$ cat src/rtl/line_motor_pwm.sv
// line_motor_pwm: steering FSM picking per-motor target duties, slewed duties, glitch-free PWM.
// Optional MOTOR_SEARCH_EN: when the line is lost, pivot toward the last turn direction instead of stopping.
module line_motor_pwm #(
  parameter int unsigned         PWM_BITS  = 8,
  parameter logic [15:0]         RAMP_DIV  = 16'd1000,
  parameter logic [PWM_BITS-1:0] DUTY_FAST = 8'd200,
  parameter logic [PWM_BITS-1:0] DUTY_SLOW = 8'd60
) (
  input  logic                clk,
  input  logic                rst_n,
  input  logic                enable,
  input  logic                sensorLeft,
  input  logic                sensorRight,
  output logic                pwmLeft,
  output logic                pwmRight,
  output logic [2:0]          steerState,
  output logic [PWM_BITS-1:0] dutyLeft,
  output logic [PWM_BITS-1:0] dutyRight
);

  typedef enum logic [2:0] {
    IDLE       = 3'd0,
    FORWARD    = 3'd1,
    TURN_LEFT  = 3'd2,
    TURN_RIGHT = 3'd3,
    SEARCH     = 3'd4
  } steer_t;

  localparam logic [PWM_BITS-1:0] ONE = {{(PWM_BITS-1){1'b0}}, 1'b1};

  steer_t state;
`ifdef MOTOR_SEARCH_EN
  logic last_dir;  // 0 = left, 1 = right
`endif

  always_ff @(posedge clk or negedge rst_n) begin
    if (!rst_n) begin
      state <= IDLE;
`ifdef MOTOR_SEARCH_EN
      last_dir <= 1'b0;
`endif
    end else begin
      if (!enable) begin
        state <= IDLE;
      end else begin
        unique case ({sensorLeft, sensorRight})
          2'b11: state <= FORWARD;
          2'b10: state <= TURN_LEFT;
          2'b01: state <= TURN_RIGHT;
`ifdef MOTOR_SEARCH_EN
          2'b00: state <= SEARCH;
`else
          2'b00: state <= IDLE;
`endif
        endcase
      end
`ifdef MOTOR_SEARCH_EN
      // Exactly one sensor set means a turn is being entered; sensorRight is the direction.
      if (enable && (sensorLeft ^ sensorRight))
        last_dir <= sensorRight;
`endif
    end
  end

  assign steerState = state;

  logic [PWM_BITS-1:0] target_left, target_right;

  always_comb begin
    target_left  = '0;
    target_right = '0;
    unique case (state)
      FORWARD: begin
        target_left  = DUTY_FAST;
        target_right = DUTY_FAST;
      end
      TURN_LEFT: begin
        target_left  = DUTY_SLOW;
        target_right = DUTY_FAST;
      end
      TURN_RIGHT: begin
        target_left  = DUTY_FAST;
        target_right = DUTY_SLOW;
      end
`ifdef MOTOR_SEARCH_EN
      SEARCH: begin
        target_left  = last_dir ? DUTY_FAST : DUTY_SLOW;
        target_right = last_dir ? DUTY_SLOW : DUTY_FAST;
      end
`endif
      default: begin
        target_left  = '0;
        target_right = '0;
      end
    endcase
  end

  logic [15:0] prescale;
  logic        tick;

  assign tick = (prescale == RAMP_DIV - 16'd1);

  function automatic logic [PWM_BITS-1:0] step_toward(input logic [PWM_BITS-1:0] cur,
                                                       input logic [PWM_BITS-1:0] tgt);
    if (cur < tgt)
      return cur + ONE;
    else if (cur > tgt)
      return cur - ONE;
    return cur;
  endfunction

  // Targets are combinational from the current state, so a tick in the same cycle
  // as a state change still steps toward the old target.
  always_ff @(posedge clk or negedge rst_n) begin
    if (!rst_n) begin
      prescale  <= '0;
      dutyLeft  <= '0;
      dutyRight <= '0;
    end else begin
      prescale <= tick ? '0 : prescale + 16'd1;
      if (tick) begin
        dutyLeft  <= step_toward(dutyLeft, target_left);
        dutyRight <= step_toward(dutyRight, target_right);
      end
    end
  end

  logic [PWM_BITS-1:0] counter, shadow_left, shadow_right;

  always_ff @(posedge clk or negedge rst_n) begin
    if (!rst_n) begin
      counter      <= '0;
      shadow_left  <= '0;
      shadow_right <= '0;
      pwmLeft      <= 1'b0;
      pwmRight     <= 1'b0;
    end else begin
      counter <= counter + ONE;
      if (counter == '1) begin
        shadow_left  <= dutyLeft;
        shadow_right <= dutyRight;
      end
      pwmLeft  <= (counter < shadow_left);
      pwmRight <= (counter < shadow_right);
    end
  end

endmodule

$ cat config.mk
export PLATFORM = sky130hd
export DESIGN_NAME = line_motor_pwm
export DESIGN_NICKNAME = d
export VERILOG_FILES = /design/src/rtl/line_motor_pwm.sv
export SDC_FILE = /design/constraint.sdc
export NUM_CORES = 1
export LEC_CHECK = 0
export ABC_CLOCK_PERIOD_IN_PS = 7200
export CAP_MARGIN = 10
export CORE_ASPECT_RATIO = 1.2
export CORE_MARGIN = 5
export CORE_UTILIZATION = 40
export DETAILED_ROUTE_END_ITERATION = 16
export GPL_ROUTABILITY_DRIVEN = 0
export PLACE_DENSITY = 0.56
export SLEW_MARGIN = 20
export SYNTH_ARGS = -nofsm -noshare
export SYNTH_HDL_FRONTEND = slang
export SYNTH_SLANG_ARGS = --single-unit
$ cat constraint.sdc
create_clock -name clk -period 7.2 [get_ports clk]
set_input_delay 0.72 -clock clk [delete_from_list [all_inputs] [get_ports clk]]
set_output_delay 0.72 -clock clk [all_outputs]
set_load 0.01 [all_outputs]
==> After elaboration in Yosys (flattened, before gate mapping) <==
Cells that the tools add are included.
{ "word_totals": {"register_bits": 61, "latch_bits": 0, "ramBits": 0, "mem_bits_ro": 0, "out_inout_bits": 21, "word_cells": 49, "memories": 0} }
{ "op_classes": {"n_addsub": 6, "mul": 0, "n_div": 0, "magnitude_cmp": 6, "eq_ne": 8, "shifts": 0, "muxes": 15, "bitwise": 0, "n_reduce_logical": 5} }
{ "ops": {"columns": ["operator", "count"], "rows": [
  ["$lt A8 B8 Y1", 4],
  ["$mux W8", 4],
  ["$pmux W8 S2", 2],
  ["$add A8 B1 Y8 const B", 3],
  ["$add A16 B1 Y16 const B", 1],
  ["$eq A16 B10 Y1 const B", 1],
  ["$gt A8 B8 Y1", 2],
  ["$mux W16", 1],
  ["$sub A8 B1 Y8 const B", 2],
  ["$pmux W3 S4", 1],
  ["$eq A8 B8 Y1 const B", 1],
  ["$eq A3 B2 Y1 const B", 2],
  ["$mux W1", 6],
  ["$eq A2 B2 Y1 const B", 2],
  ["$reduce_and A2 Y1", 2],
  ["$reduce_or A2 Y1", 2],
  ["$eq A3 B1 Y1 const B", 1],
  ["$mux W3", 1],
  ["$eq A2 B1 Y1 const B", 1],
  ["$logic_not A2 Y1", 1]
]} }

==> Depth between registers and ports, before layout <==
{ "depth": {"ltp_word": 8, "depth_mapped": 14, "depth_no_buf": 14} }

==> Worst setup path after synthesis <==
No wires, ideal clock.
{ "synth_path": {"path_kind": "register to register", "start": "register state[0], in the netlist steerState[0]", "end": "register dutyLeft[6]", "setup_ns": 0.125, "arrival_ns": 2.956, "required_time_ns": 7.075, "path_slack_ns": 4.119, "path_stages_with_launch": 15, "path_buffers": 0, "synth_period_minus_slack_ns": 3.081, "cell_sequence": "dfrtp_1 -> inv_1 -> ha_1 -> o21bai_1 -> ha_1 -> a21oi_1 -> o21ai_0 -> a21o_1 -> fa_1 -> a21o_1 -> a21oi_1 -> o21bai_1 -> a21oi_1 -> xnor2_1 -> mux2_2"} }
{ "synth_between": {"elab_chain_cells": 8, "word_cells_on_any_way": 12, "cone_classes": "2 x order compare; 3 x eq/ne; 5 x mux; 2 x reduce/logical"} }
{ "synth_lines": {"columns": ["item", "line_no", "source"], "rows": [
  ["start: declaration", "31", "steer_t state;"],
  ["start signal: assignment", "38", "state <= IDLE;"],
  ["start signal: assignment", "44", "state <= IDLE;"],
  ["start signal: assignment", "47", "2'b11: state <= FORWARD;"],
  ["$eq A3 B2 Y1 / $eq A3 B1 Y1 (equally long branches)", "72", "unique case (state)"],
  ["$reduce_or A2 Y1 (no source line)", null, null],
  ["$pmux W8 S2 *", "72", null],
  ["$gt A8 B8 Y1", "107", "else if (cur > tgt)"],
  ["$mux W1", "107", null],
  ["$mux W1", "105", "if (cur < tgt)"],
  ["$mux W1", "121", "if (tick) begin"],
  ["$reduce_and A2 Y1 (no source line)", null, null],
  ["end signal: assignment", "122", "dutyLeft <= step_toward(dutyLeft, target_left);"],
  ["end: declaration", "17", "output logic [PWM_BITS-1:0] dutyLeft,"]
]} }
Every way passes the cells marked *; elsewhere a longest branch is shown, timed or not. The select of a mux whose other input is x is not followed.
A chain may end at the register's enable or synchronous reset.

==> Final worst setup path <==
Same ends and word-level chain as after synthesis.

==> flow_summary.yaml <==
worst_setup_path:
  worst_ep_required_time_ns: 7.42
  crit_family: "compound AO/OA/AOI/OAI gates"
  cpMaxStageDelayCell: "fa_1"
  critPathKind: "reg -> reg"
  critPathBufInv: 1
  rrSetupSlack_ns: 3.90
  critPathMaxFanout: 8
  crit_arrival_ns: 3.52
  end_kind: "flop"
  start_kind: "flop"
  max_stage_delay_ns: 0.44
  crit_top_cell: "a21oi_1"
  r2r_start: "steerState[0]"
  r2r-end: "dutyLeft[6]"
  reg2reg_depth: 14
  cp_cell_sequence: "inv_1 -> ha_1 -> o21bai_1 -> ha_1 -> a21oi_1 -> o21ai_0 -> a21o_1 -> fa_1 -> a21o_1 -> a21oi_1 -> o21bai_1 -> a21oi_1 -> xnor2_1 -> mux2_2"
place:
  place_inst: 491
  dp_hpwl_um: 4990
  io_buffers: 24
detailed_routing:
  wirelength_met1_um: 3250
  met3_length_um: 198
  drt-wirelength-per-cell_um: 13.5
  highest_layer: "met4"
  via_count: 2530
  wl_um: 6830
  drt_iter0_drc: 89
  wl_met2_um: 3190
  drc: 0
  ant_nets: 0
  drtPass1Iterations: 4
  avgViaCountPerCell: 4.99
sta:
  finalHoldWorstSlack_ns: 0.457
  rsz0062_at_grt: "no"
  final.period_utilization_pct: 45.8
  fin_setup_tns_ns: 0
  final-setup-viol-count: 0
  slew_headroom_pct: 49.6
  hold_viol: 0
  tightestPinTransition_ns: 0.756
  fin_crit_ns: 3.30
  fmax_mhz: 303
  skew_ns: 0.00781
  finalMaxSlewViolations: 0
synth:
  syn_area_mm2: 0.00355
  yosysMostFrequentCell: "dfrtp_1"
  synthTopCellsByCount: "dfrtp_1, ha_1, nand2_1"
  ys_seq_area_share_pct: 42.3
  yosysUniqueCellTypes: 37
  synth.top_cell.area_share_pct: 42.3
  synth-edff-count: 0
  ys_warn_count: 0
  synth_cells: 353
  synth_area_leaders: "dfrtp_1, ha_1, xnor2_1"
  synth_async_sr_flop_share_pct: 100
  syn_area_per_cell_um2: 10.0
  syn_nets: 406
  synth_flop_cell: "dfrtp_1"
  ys_seq_elements: 60
  synth_area_leader_cell: "dfrtp_1"
min_path:
  hold_path_depth: 1
  hold_start: "prescale[0]"
  hold_end: "prescale[0]"
  hold_path_class: "reg -> reg"
floorplanning:
  die-area_mm2: 0.0109
  initial_utilization_pct: 41.2
  rows: 37
  die_w_um: 96.0
  io_pins: 26
  core_area_mm2: 0.00861
  die_h_um: 113
global_route:
  grt-ovfl-total: 0
  grt_pass1_wl_um: 11900
  grt_antenna_before_repair: 0
  track_usage_pct: 14.0
  grt_pass1_vias: 2504
  grt_start_max_net_pins: 61
final_layout:
  drive_above_1_share_pct: 8.46
  fin_util_pct: 48.2
  nets: 438
  antenna_cells: 0
  final_cell_count_no_fill: 507
  synthToLayoutAreaGrowth_pct: 16.9
cts:
  ctsHoldBuffers: 0
  post_cts_buffers: 0
  clock_path_buffers: 2
  cts.clk_slew.worst_paths_ns: 0.07
  clock_latency_ns: 0.33
  ctsHtreeMaxLevel: 3
  clock-sinks: 60
  cts_tree: "built"
  tritoncts.num_buffers: 9
  root_buffer: "clkbuf_8"
  cts_resized: 0
power:
  pwr_density_cell_mw_per_mm2: 181
  peakVddDrop_mv: 0.0940
  p_leak_nw: 1.96
outcome:
  status: "completed"
flow_run:
  cap_violations: 0
placed cells by master, fill, tap and decap left out, types with 2 or more instances in the layout:
cell type,n
a21oi_1,18
nor2b_1,2
inv_1,28
ha_1,46
o211ai_1,3
buf_4,3
nand2_1,40
nor4_1,3
dfrtp_1,60
xnor2_1,18
a211oi_1,2
nand2_2,2
nand3_1,7
and3_1,2
fa_1,2
mux2_2,6
clkdlybuf4s50_1,23
nor2_1,16
a21o_1,14
a31oi_1,2
nor3_1,3
nor2_2,2
o21ai_0,31
o21bai_1,5
clkbuf_8,12
bufinv_16,2
nand4_1,6
xor2_1,18
nand2b_1,2
report_power, final:
part	switching (W)	internal (W)
clock network	0.000132	0.000224
registers	0.000000812	0.000338
logic	0.0000338	0.0000226
kinds of logic (layout without fill, tap and decap cells):
kind of cell	count (synthesis)	after routing	synth area share (%)
adder cells (fa/ha/maj)	48	48	17.4
AND/OR/NAND/NOR	92	92	12.7
flip-flops	60	60	42.3
AO/OA/AOI/OAI	76	76	12.6
multiplexers	6	6	1.90
other	1	1	0.106
XOR/XNOR	36	36	8.89
buffers and inverters	34	71	4.13
through the flow:
| stage | total power, W | cell area (µm²) | worst slack, ns |
|---|---|---|---|
| global placement | 0.000401 | 3910 | 4.03 |
| finish | 0.000751 | 4150 | 3.90 |
| global route | 0.000783 | 4150 | 3.61 |
| CTS | 0.000764 | 4150 | 3.89 |
| detailed placement | 0.000402 | 3910 | 3.93 |
| floorplan | 0.000384 | 3550 | 4.12 |
sequential cells by signal, summed over array words and instances, names as in the netlist:
name          cells
shadow_right      8
dutyRight         8
pwmLeft           1
pwmRight          1
dutyLeft          8
prescale         16
counter           8
shadow_left       8
steerState        2
how the worst max path moves through the flow:
stage / start / end / slack (ns) / cells after the start
floorplan: steerState[0] / dutyLeft[6] / 4.12 / 14
global placement: steerState[0] / dutyLeft[6] / 4.03 / 14
detailed placement: steerState[0] / dutyLeft[6] / 3.93 / 14
CTS: steerState[0] / dutyLeft[6] / 3.89 / 14
global route: steerState[0] / dutyLeft[6] / 3.61 / 14
finish: steerState[0] / dutyLeft[6] / 3.90 / 14
per-layer routing:
metal,GRT usage [%],up-vias
met2,21.7,35
met5,0,-
met4,6.26,0
li1,-,1276
met1,18.2,1199
met3,3.52,20
final cells by class:
class,instances,area (µm²)
clock inverters,3,67.6
well taps,117,146
fillers,848,4460
multi-input cells,259,1900
repair buffers,27,258
clock buffers,13,169
inverters,28,105
flip-flops and latches,60,1500
Power figures use the tool's default switching activity.
